==> src/rtl/fifo_pin_host_if.sv <==
// Stream-side bundle for fifo_pin_host: a write stream into the pin FIFO and a
// read stream carrying popped bytes back out.
//
// Signals:
//   wr_valid / wr_data / wr_ready : write request, payload, accept (host -> client)
//   rd_valid / rd_data / rd_ready : popped byte presented by host, taken by client
//
// Modports:
//   master : the client that produces writes and consumes read data
//   slave  : the host (fifo_pin_host) that accepts writes and presents read data
interface fifo_pin_host_if #(
  parameter int unsigned DATA_W = 8
);

  logic              wr_valid;
  logic [DATA_W-1:0] wr_data;
  logic              wr_ready;

  logic              rd_valid;
  logic [DATA_W-1:0] rd_data;
  logic              rd_ready;

  modport master (
    output wr_valid,
    output wr_data,
    input  wr_ready,
    input  rd_valid,
    input  rd_data,
    output rd_ready
  );

  modport slave (
    input  wr_valid,
    input  wr_data,
    output wr_ready,
    output rd_valid,
    output rd_data,
    input  rd_ready
  );

endinterface

==> src/rtl/fifo_pin_host.sv <==
// Host-side driver for the 8-bit pin-level FIFO tile.
//
// Turns a write stream and a read stream into single-cycle push/pop pin strobes,
// paced so that the FIFO status pins are only looked at once they are trustworthy
// again, and captures popped bytes into a one-entry read buffer.
//
// Ports:
//   clk        : single clock, rising edge
//   rst        : synchronous active-high reset
//   bus        : stream bundle (slave side): wr_valid/wr_data/wr_ready,
//                rd_valid/rd_data/rd_ready
//   pin_data   : write data to FIFO, holds last pushed value
//   pin_push   : one-cycle push strobe
//   pin_pop    : one-cycle pop strobe
//   pin_q      : read data from FIFO, valid RD_LAT cycles after the pop cycle
//   pin_full   : FIFO full status (only evaluated while idle)
//   pin_empty  : FIFO empty status (only evaluated while idle)
//   push_cnt   : pushes issued, wraps modulo 256
//   pop_cnt    : pops issued, wraps modulo 256
module fifo_pin_host #(
  parameter int unsigned DATA_W     = 8,
  parameter int unsigned RD_LAT     = 1,
  parameter int unsigned STATUS_LAT = 1
) (
  input  logic              clk,
  input  logic              rst,
  fifo_pin_host_if.slave    bus,
  output logic [DATA_W-1:0] pin_data,
  output logic              pin_push,
  output logic              pin_pop,
  input  logic [DATA_W-1:0] pin_q,
  input  logic              pin_full,
  input  logic              pin_empty,
  output logic [7:0]        push_cnt,
  output logic [7:0]        pop_cnt
);

  localparam logic [2:0] StIdle   = 3'd0;
  localparam logic [2:0] StPush   = 3'd1;
  localparam logic [2:0] StPop    = 3'd2;
  localparam logic [2:0] StWaitRd = 3'd3;
  localparam logic [2:0] StSettle = 3'd4;

  localparam logic OpPush = 1'b0;
  localparam logic OpPop  = 1'b1;

  localparam logic [2:0] RdLat     = 3'(RD_LAT);
  localparam logic [2:0] StatusLat = 3'(STATUS_LAT);

  logic [2:0]        state_q, state_d;
  logic              last_op_q, last_op_d;
  logic [2:0]        settle_cnt_q, settle_cnt_d;
  // Read-latency tracker: runs from the pop grant independently of the FSM so the
  // pin_q sample lands exactly RD_LAT cycles after the pop cycle.
  logic [2:0]        lat_cnt_q, lat_cnt_d;
  logic              cap_pend_q, cap_pend_d;
  logic [DATA_W-1:0] pin_data_q, pin_data_d;
  logic              push_q, push_d;
  logic              pop_q, pop_d;
  logic              rd_valid_q, rd_valid_d;
  logic [DATA_W-1:0] rd_data_q, rd_data_d;
  logic [7:0]        push_cnt_q, push_cnt_d;
  logic [7:0]        pop_cnt_q, pop_cnt_d;

  logic in_idle;
  logic write_ok;
  logic read_ok;
  logic grant_push;
  logic grant_pop;

  // Status pins are only meaningful here; reset also blocks any grant.
  assign in_idle  = (state_q == StIdle) && !rst;
  assign write_ok = bus.wr_valid && !pin_full;
  assign read_ok  = !pin_empty && !rd_valid_q;

  // On a tie the op opposite to the last one wins.
  assign grant_push = in_idle && write_ok && (!read_ok || (last_op_q == OpPop));
  assign grant_pop  = in_idle && read_ok && !grant_push;

  assign bus.wr_ready = grant_push;
  assign bus.rd_valid = rd_valid_q;
  assign bus.rd_data  = rd_data_q;

  assign pin_data = pin_data_q;
  assign pin_push = push_q;
  assign pin_pop  = pop_q;
  assign push_cnt = push_cnt_q;
  assign pop_cnt  = pop_cnt_q;

  always_comb begin
    state_d      = state_q;
    last_op_d    = last_op_q;
    settle_cnt_d = settle_cnt_q;
    lat_cnt_d    = lat_cnt_q;
    cap_pend_d   = cap_pend_q;
    pin_data_d   = pin_data_q;
    push_d       = 1'b0;
    pop_d        = 1'b0;
    rd_valid_d   = rd_valid_q;
    rd_data_d    = rd_data_q;
    push_cnt_d   = push_cnt_q;
    pop_cnt_d    = pop_cnt_q;

    // Consumer handshake; capture below can never coincide since a pop is only
    // issued with the buffer empty.
    if (rd_valid_q && bus.rd_ready) begin
      rd_valid_d = 1'b0;
    end

    if (cap_pend_q) begin
      if (lat_cnt_q == 3'd0) begin
        rd_data_d  = pin_q;
        rd_valid_d = 1'b1;
        cap_pend_d = 1'b0;
      end else begin
        lat_cnt_d = lat_cnt_q - 3'd1;
      end
    end

    case (state_q)
      StIdle: begin
        if (grant_push) begin
          state_d    = StPush;
          push_d     = 1'b1;
          pin_data_d = bus.wr_data;
          push_cnt_d = push_cnt_q + 8'd1;
          last_op_d  = OpPush;
        end else if (grant_pop) begin
          state_d    = StPop;
          pop_d      = 1'b1;
          pop_cnt_d  = pop_cnt_q + 8'd1;
          last_op_d  = OpPop;
          lat_cnt_d  = RdLat;
          cap_pend_d = 1'b1;
        end
      end
      StPush: begin
        state_d      = StSettle;
        settle_cnt_d = StatusLat;
      end
      StPop: begin
        // lat_cnt_q still equals RD_LAT here; RD_LAT==1 skips WAIT_RD.
        if (lat_cnt_q <= 3'd1) begin
          state_d      = StSettle;
          settle_cnt_d = StatusLat;
        end else begin
          state_d = StWaitRd;
        end
      end
      StWaitRd: begin
        // The sample cycle overlaps the first SETTLE cycle.
        if (lat_cnt_q <= 3'd1) begin
          state_d      = StSettle;
          settle_cnt_d = StatusLat;
        end
      end
      StSettle: begin
        if (settle_cnt_q <= 3'd1) begin
          state_d = StIdle;
        end else begin
          settle_cnt_d = settle_cnt_q - 3'd1;
        end
      end
      default: begin
        state_d = StIdle;
      end
    endcase
  end

  always_ff @(posedge clk) begin
    if (rst) begin
      state_q      <= StIdle;
      last_op_q    <= OpPop;
      settle_cnt_q <= 3'd0;
      lat_cnt_q    <= 3'd0;
      cap_pend_q   <= 1'b0;
      pin_data_q   <= '0;
      push_q       <= 1'b0;
      pop_q        <= 1'b0;
      rd_valid_q   <= 1'b0;
      rd_data_q    <= '0;
      push_cnt_q   <= 8'd0;
      pop_cnt_q    <= 8'd0;
    end else begin
      state_q      <= state_d;
      last_op_q    <= last_op_d;
      settle_cnt_q <= settle_cnt_d;
      lat_cnt_q    <= lat_cnt_d;
      cap_pend_q   <= cap_pend_d;
      pin_data_q   <= pin_data_d;
      push_q       <= push_d;
      pop_q        <= pop_d;
      rd_valid_q   <= rd_valid_d;
      rd_data_q    <= rd_data_d;
      push_cnt_q   <= push_cnt_d;
      pop_cnt_q    <= pop_cnt_d;
    end
  end

  always_ff @(posedge clk) begin
    if (!rst) begin
      assert (!(push_q && pop_q));
      assert (!(pop_q && rd_valid_q));
    end
  end

endmodule

==> src/flat_wrapper.sv <==
// flat-port wrapper written by rule: the top's interface ports become plain ports
module fifo_pin_host_flat 
#(
  parameter int unsigned DATA_W     = 8,
  parameter int unsigned RD_LAT     = 1,
  parameter int unsigned STATUS_LAT = 1
)
  (clk, rst, pin_data, pin_push, pin_pop, pin_q, pin_full, pin_empty, push_cnt, pop_cnt, bus_wr_valid, bus_wr_data, bus_wr_ready, bus_rd_valid, bus_rd_data, bus_rd_ready);
  fifo_pin_host_if #(.DATA_W(DATA_W)) bus_i ();
  input  logic clk;
  input  logic rst;
  output logic [DATA_W-1:0] pin_data;
  output logic pin_push;
  output logic pin_pop;
  input  logic [DATA_W-1:0] pin_q;
  input  logic pin_full;
  input  logic pin_empty;
  output logic [7:0] push_cnt;
  output logic [7:0] pop_cnt;
  input wire logic [$bits(bus_i.wr_valid)-1:0] bus_wr_valid;
  input wire logic [$bits(bus_i.wr_data)-1:0] bus_wr_data;
  output wire logic [$bits(bus_i.wr_ready)-1:0] bus_wr_ready;
  output wire logic [$bits(bus_i.rd_valid)-1:0] bus_rd_valid;
  output wire logic [$bits(bus_i.rd_data)-1:0] bus_rd_data;
  input wire logic [$bits(bus_i.rd_ready)-1:0] bus_rd_ready;
  assign bus_i.wr_valid = bus_wr_valid;
  assign bus_i.wr_data = bus_wr_data;
  assign bus_wr_ready = bus_i.wr_ready;
  assign bus_rd_valid = bus_i.rd_valid;
  assign bus_rd_data = bus_i.rd_data;
  assign bus_i.rd_ready = bus_rd_ready;
  fifo_pin_host #(.DATA_W(DATA_W), .RD_LAT(RD_LAT), .STATUS_LAT(STATUS_LAT)) u_core (.clk(clk), .rst(rst), .bus(bus_i), .pin_data(pin_data), .pin_push(pin_push), .pin_pop(pin_pop), .pin_q(pin_q), .pin_full(pin_full), .pin_empty(pin_empty), .push_cnt(push_cnt), .pop_cnt(pop_cnt));
endmodule
==> config.mk <==
export PLATFORM = sky130hd
export DESIGN_NAME = fifo_pin_host_flat
export DESIGN_NICKNAME = d
export VERILOG_FILES = /design/src/rtl/fifo_pin_host_if.sv /design/src/rtl/fifo_pin_host.sv /design/src/flat_wrapper.sv
export SDC_FILE = /design/constraint.sdc
export NUM_CORES = 1
export LEC_CHECK = 0
export CAP_MARGIN = 0
export CORE_MARGIN = 8
export CORE_UTILIZATION = 46
export DETAILED_ROUTE_END_ITERATION = 8
export HOLD_SLACK_MARGIN = 0.15
export PLACE_DENSITY = 0.78
export SLEW_MARGIN = 20
export SYNTH_ARGS = -nofsm -noshare
export SYNTH_HDL_FRONTEND = slang
export SYNTH_SLANG_ARGS = --single-unit
export TNS_END_PERCENT = 5
==> constraint.sdc <==
create_clock -name clk -period 3.1 [get_ports clk]
set_input_delay 0.775 -clock clk [delete_from_list [all_inputs] [get_ports clk]]
set_output_delay 0.775 -clock clk [all_outputs]
set_load 0.005 [all_outputs]
* Word level (Yosys, flattened, before mapping)
Cells that the tools add are included.
** Word-level totals
- Bits in registers :: 46
- Output and inout port bits :: 36
- Input port bits :: 22
- Logic and storage cells :: 83
** Cells by class
- Order comparisons :: 2
- Muxes and demuxes :: 26
- Reductions and logical operators :: 28
- Add/sub/neg operators :: 4
- Bitwise operators :: 2
- Equal/unequal tests :: 9
** Operator list (number)
- 3-bit two-way mux :: 12
- 8-bit by 1-bit adder with 8-bit output, second input constant :: 2
- 3-bit case mux with 5 select lines :: 1
- 1-bit two-way mux :: 12
- 3-bit case mux with 3 select lines :: 1
- 3-bit AND reduction :: 3
- 1-bit logical AND :: 8
- 3-bit by 2-bit equality test with 1-bit output, second input constant :: 2
- 3-bit by 1-bit <= comparator with 1-bit output, second input constant :: 2
- 1-bit zero test :: 6
- 3-bit zero test :: 2
- 2-bit by 1-bit inequality test with 1-bit output, second input constant :: 3
- 2-bit AND reduction :: 3
- 3-bit by 1-bit subtractor with 3-bit output, second input constant :: 2
- 2-bit OR reduction :: 2
- 3-bit by 1-bit equality test with 1-bit output, second input constant :: 1
- 3-bit equality test, second input constant :: 1
- 3-bit by 1-bit inequality test with 1-bit output, second input constant :: 1
- 3-bit nonzero test :: 1
- 3-bit OR reduction :: 1
- 2-bit inequality test, second input constant :: 1
- 1-bit inverter :: 2
- 2-bit nonzero test :: 1
- 1-bit logical OR :: 1

* Logic depth before layout (Yosys ltp)
- Word-level depth :: 10
- Mapped depth :: 8
- Mapped depth without buffers :: 6

* Worst setup path before layout
Ideal clock, no wire load.
- Path kind :: input -> output
- Start :: input port rst
- End :: output port bus_wr_ready
- Slack :: 175 ps
- Path buffers :: 3
- Stages on the path :: 6
- Data arrival time :: 2150 ps
- Cell sequence :: clkbuf_1 > or4_4 > or3_1 > buf_6 > inv_1 > clkbuf_1
** Between the ends
- Cells in the longest elaborated chain, start to end :: 4
** Ends and longest elaborated chain
- from (decl) :: RTL line flat_wrapper.sv:11 : input logic rst;
- 1-bit zero test :: RTL line fifo_pin_host.sv:72 : assign in_idle = (state_q == StIdle) && !rst;
- 1-bit logical AND :: RTL line fifo_pin_host.sv:72
- 1-bit logical AND (2 in series) :: RTL line fifo_pin_host.sv:77 : assign grant_push = in_idle && write_ok && (!read_ok || (last_op_q == OpPop));
- to (decl) :: RTL line flat_wrapper.sv:22 : output wire logic [$bits(bus_i.wr_ready)-1:0] bus_wr_ready;
No other way between the ends.

* Final worst setup path
Same ends and word-level chain as after synthesis.

==> impl_metrics.json <==
{
  "outcome": "completed",
  "timing.rr.end": "u_core.push_cnt[7]",
  "ys_ff_latch": 46,
  "power.share.combinational": 0.125,
  "crit_fanout": 2,
  "critPathLaunch": "rst",
  "wl_per_cell_um": 13.7,
  "num_vias": 1697,
  "dr_wl_met3_um": 454,
  "grt_max_degree": 33,
  "fmax_mhz": 336,
  "whs_path_depth": 2,
  "power_leakage_uw": 0.00102,
  "n_fill_cell": 350,
  "coreArea_mm2": 0.00403,
  "first_pass_iters": 4,
  "viasPerCell": 5.14,
  "ys.flop_type": "dfxtp_1",
  "crit_family": "simple AND/OR/NAND/NOR gates",
  "slew_headroom": 0.601,
  "post-dp-hpwl_um": 3340,
  "drt_iter0_drc": 113,
  "drv_cap": 0,
  "endpoint_kind": "primary output",
  "gp_congestion": 0.760,
  "p_sw_frac": 0.231,
  "fp.dieW_um": 80.9,
  "rr_startpoint": "u_core.state_q[0]",
  "setup_violations": 0,
  "arrival_ns": 2.20,
  "hold_violations": 0,
  "grt_first_pass_wirelength_um": 7830,
  "worstRegToRegCells": 5,
  "dr_wl_met2_um": 2020,
  "ir_drop_v": 0.000241,
  "placed_area_mm2": 0.00258,
  "intPower_uw": 943,
  "yosysTopAreaCell": "dfxtp_1",
  "min_from": "u_core.pin_data[5]",
  "finalClockSkew_ns": 0.00607,
  "cp_slowest_cell": "clkdlybuf4s50_1",
  "clk_latency_ns": 0.30,
  "cts_hold_buf": 0,
  "hold_path.class": "reg -> reg",
  "path_cells": "clkdlybuf4s50_1 -> or4_4 -> or3_4 -> inv_1 -> clkbuf_2",
  "synth_area_mm2": 0.00194,
  "ant_nets": 0,
  "power_frac_seq": 0.516,
  "cts_root_buf": "clkbuf_8",
  "synth_top_area_share": 0.476,
  "p_per_area_mw_per_mm2": 456,
  "cp-start-kind": "input pin",
  "fin_crit_sh": 0.961,
  "period_minus_slack_ns": 2.98,
  "htreeDepth": 2,
  "wl_um": 4530,
  "die_h_um": 80.9,
  "placed_cells": 322,
  "top_layer": "met4",
  "p_switching_uw": 284,
  "async_flop_share": 0,
  "crit_type": "in -> out",
  "power_uw": 1230,
  "layout-drive-gt1-share": 0.0821,
  "drv_slew": 0,
  "critPathMaxStageDelay_ns": 0.42,
  "port_buffers": 57,
  "clockBufferDepth": 2,
  "synth.top_cells.by_area": "dfxtp_1, nand2_1, mux2i_1",
  "antenna_found_initial": 0,
  "route.detailed.drc": 0,
  "seq_area_frac_synth": 0.476,
  "nets": 307,
  "clk_pin_slew_ns": 0.08,
  "cts_setup_buffers": 0,
  "tightest_slew_ns": 0.597,
  "io_pins": 58,
  "synth_edf_count": 0,
  "fin_area_mm2": 0.00269,
  "drt-met1-wl_um": 2010,
  "initial_core_util": 0.480,
  "ys_types": 40,
  "pwr-share-clk": 0.359,
  "r2r_slack_ns": 0.86,
  "overflow": 0,
  "synth_fp_nets": 245,
  "critPathRequiredTime_ns": 2.32,
  "dieArea_mm2": 0.00654,
  "min_to": "u_core.pin_data[5]",
  "syn_inst": 217,
  "numCtsBuffers": 5,
  "grt_pass1_vias": 1698,
  "rows": 23,
  "ys_warn_count": 0,
  "rsz0062_at_grt": "no",
  "finalNonFillerCells": 330,
  "crit_buf_inv": 3,
  "syn_avg_cell_area_um2": 8.92,
  "cts_tree": "yes",
  "cts.sink_count": 46,
  "track_usage": 0.149,
  "antenna_cells": 0,
  "area_growth_pct": 38.8,
  "crit_cells": 5
}
[how the worst max path moves through the flow]
stage | to | slack [ns]
floorplan | bus_wr_ready | 0.17
global placement | bus_wr_ready | -0.27
detailed placement | bus_wr_ready | -0.28
CTS | bus_wr_ready | 0.01
global route | bus_wr_ready | 0.05
finish | bus_wr_ready | 0.12
[logic make-up (layout without fill, tap and decap cells)]
| logic type | after synthesis | in the layout | share of synthesized area |
|---|---|---|---|
| multiplexers | 9 | 9 | 0.0465 |
| flip-flops | 46 | 46 | 0.476 |
| AO/OA/AOI/OAI | 39 | 39 | 0.120 |
| adder cells (fa/ha/maj) | 6 | 6 | 0.0388 |
| AND/OR/NAND/NOR | 85 | 85 | 0.219 |
| buffers and inverters | 21 | 84 | 0.0498 |
| XOR/XNOR | 11 | 11 | 0.0498 |
[cell usage after synthesis (5+ instances only)]
library cell	n
nand3_1	6
a21oi_1	11
nor2_1	22
ha_1	6
o21ai_0	16
inv_1	10
clkbuf_1	7
mux2i_1	9
xnor2_1	7
nand4_1	5
dfxtp_1	46
nand2_1	25
[state kept, by name, summed over array words and instances, names as in the netlist, 3 cells and up]
name and flops:
u_core.bus.rd_data 8, u_core.pin_data 8, u_core.pop_cnt 8, u_core.push_cnt 8
u_core.lat_cnt_q 3, u_core.settle_cnt_q 3, u_core.state_q 3
[metrics by stage]
stage	setup slack, ns	setup TNS (ns)	util	hold slack [ns]
after floorplan	0.175	0	-	0.443
after global placement	-0.275	-0.275	0.640	0.444
after detailed placement	-0.284	-0.284	0.640	0.452
after CTS	0.0128	0	0.668	0.467
after global routing	0.0523	0	0.667	0.483
final	0.121	0	0.667	0.461
[worst min-delay path, delay by kind of cell, from the launching register on]
kind,cells,cell delay [ns]
and+or+nand+nor,1,0.05
DFF,1,0.32
AOI/OAI and AO/OA,1,0.06
[layout make-up]
type	count	area [µm²]	area share
Multi-Input combinational cell	150	923	0.344
Sequential cell	46	921	0.343
Timing Repair Buffer	66	633	0.236
Clock buffer	6	72.6	0.0270
Tap cell	50	62.6	0.0233
Clock inverter	2	37.5	0.0140
Inverter	10	37.5	0.0140
[routing by layer]
| layer | up-vias | GRT usage |
|---|---|---|
| li1 | 878 | - |
| met1 | 767 | 0.173 |
| met2 | 45 | 0.229 |
| met3 | 7 | 0.0883 |
| met4 | 0 | 0.0411 |
| met5 | - | 0 |
[placed cells by master, fill, tap and decap left out, types with 4 or more instances in the layout]
master | synthesis | final
mux2i_1 | 9 | 9
nor2_1 | 22 | 22
ha_1 | 6 | 6
nor4_1 | 4 | 4
buf_4 | 0 | 9
xor2_1 | 4 | 4
inv_1 | 10 | 10
a21oi_1 | 11 | 11
dfxtp_1 | 46 | 46
o21ai_0 | 16 | 16
nand2_1 | 25 | 25
xnor2_1 | 7 | 7
nor3_1 | 4 | 4
clkbuf_8 | 0 | 5
clkdlybuf4s50_1 | 0 | 56
nand3_1 | 6 | 6
nand4_1 | 5 | 5
[power groups by stage]
stage	registers, µW	logic [µW]	clock network [µW]
after floorplan	642	75.1	0
after global placement	646	152	0
after detailed placement	646	154	0
after CTS	633	155	450
after global routing	637	171	476
final	633	153	440
[timing repair]
| item | 4_1_cts | 5_1_grt |
|---|---|---|
| endpoints found under the setup margin | 1 | 1 |
| endpoints found under the hold margin | 0 | 0 |
| resized for setup | 3 | 1 |
| gates cloned | 0 | 0 |
(Power assumes the default switching activity.)
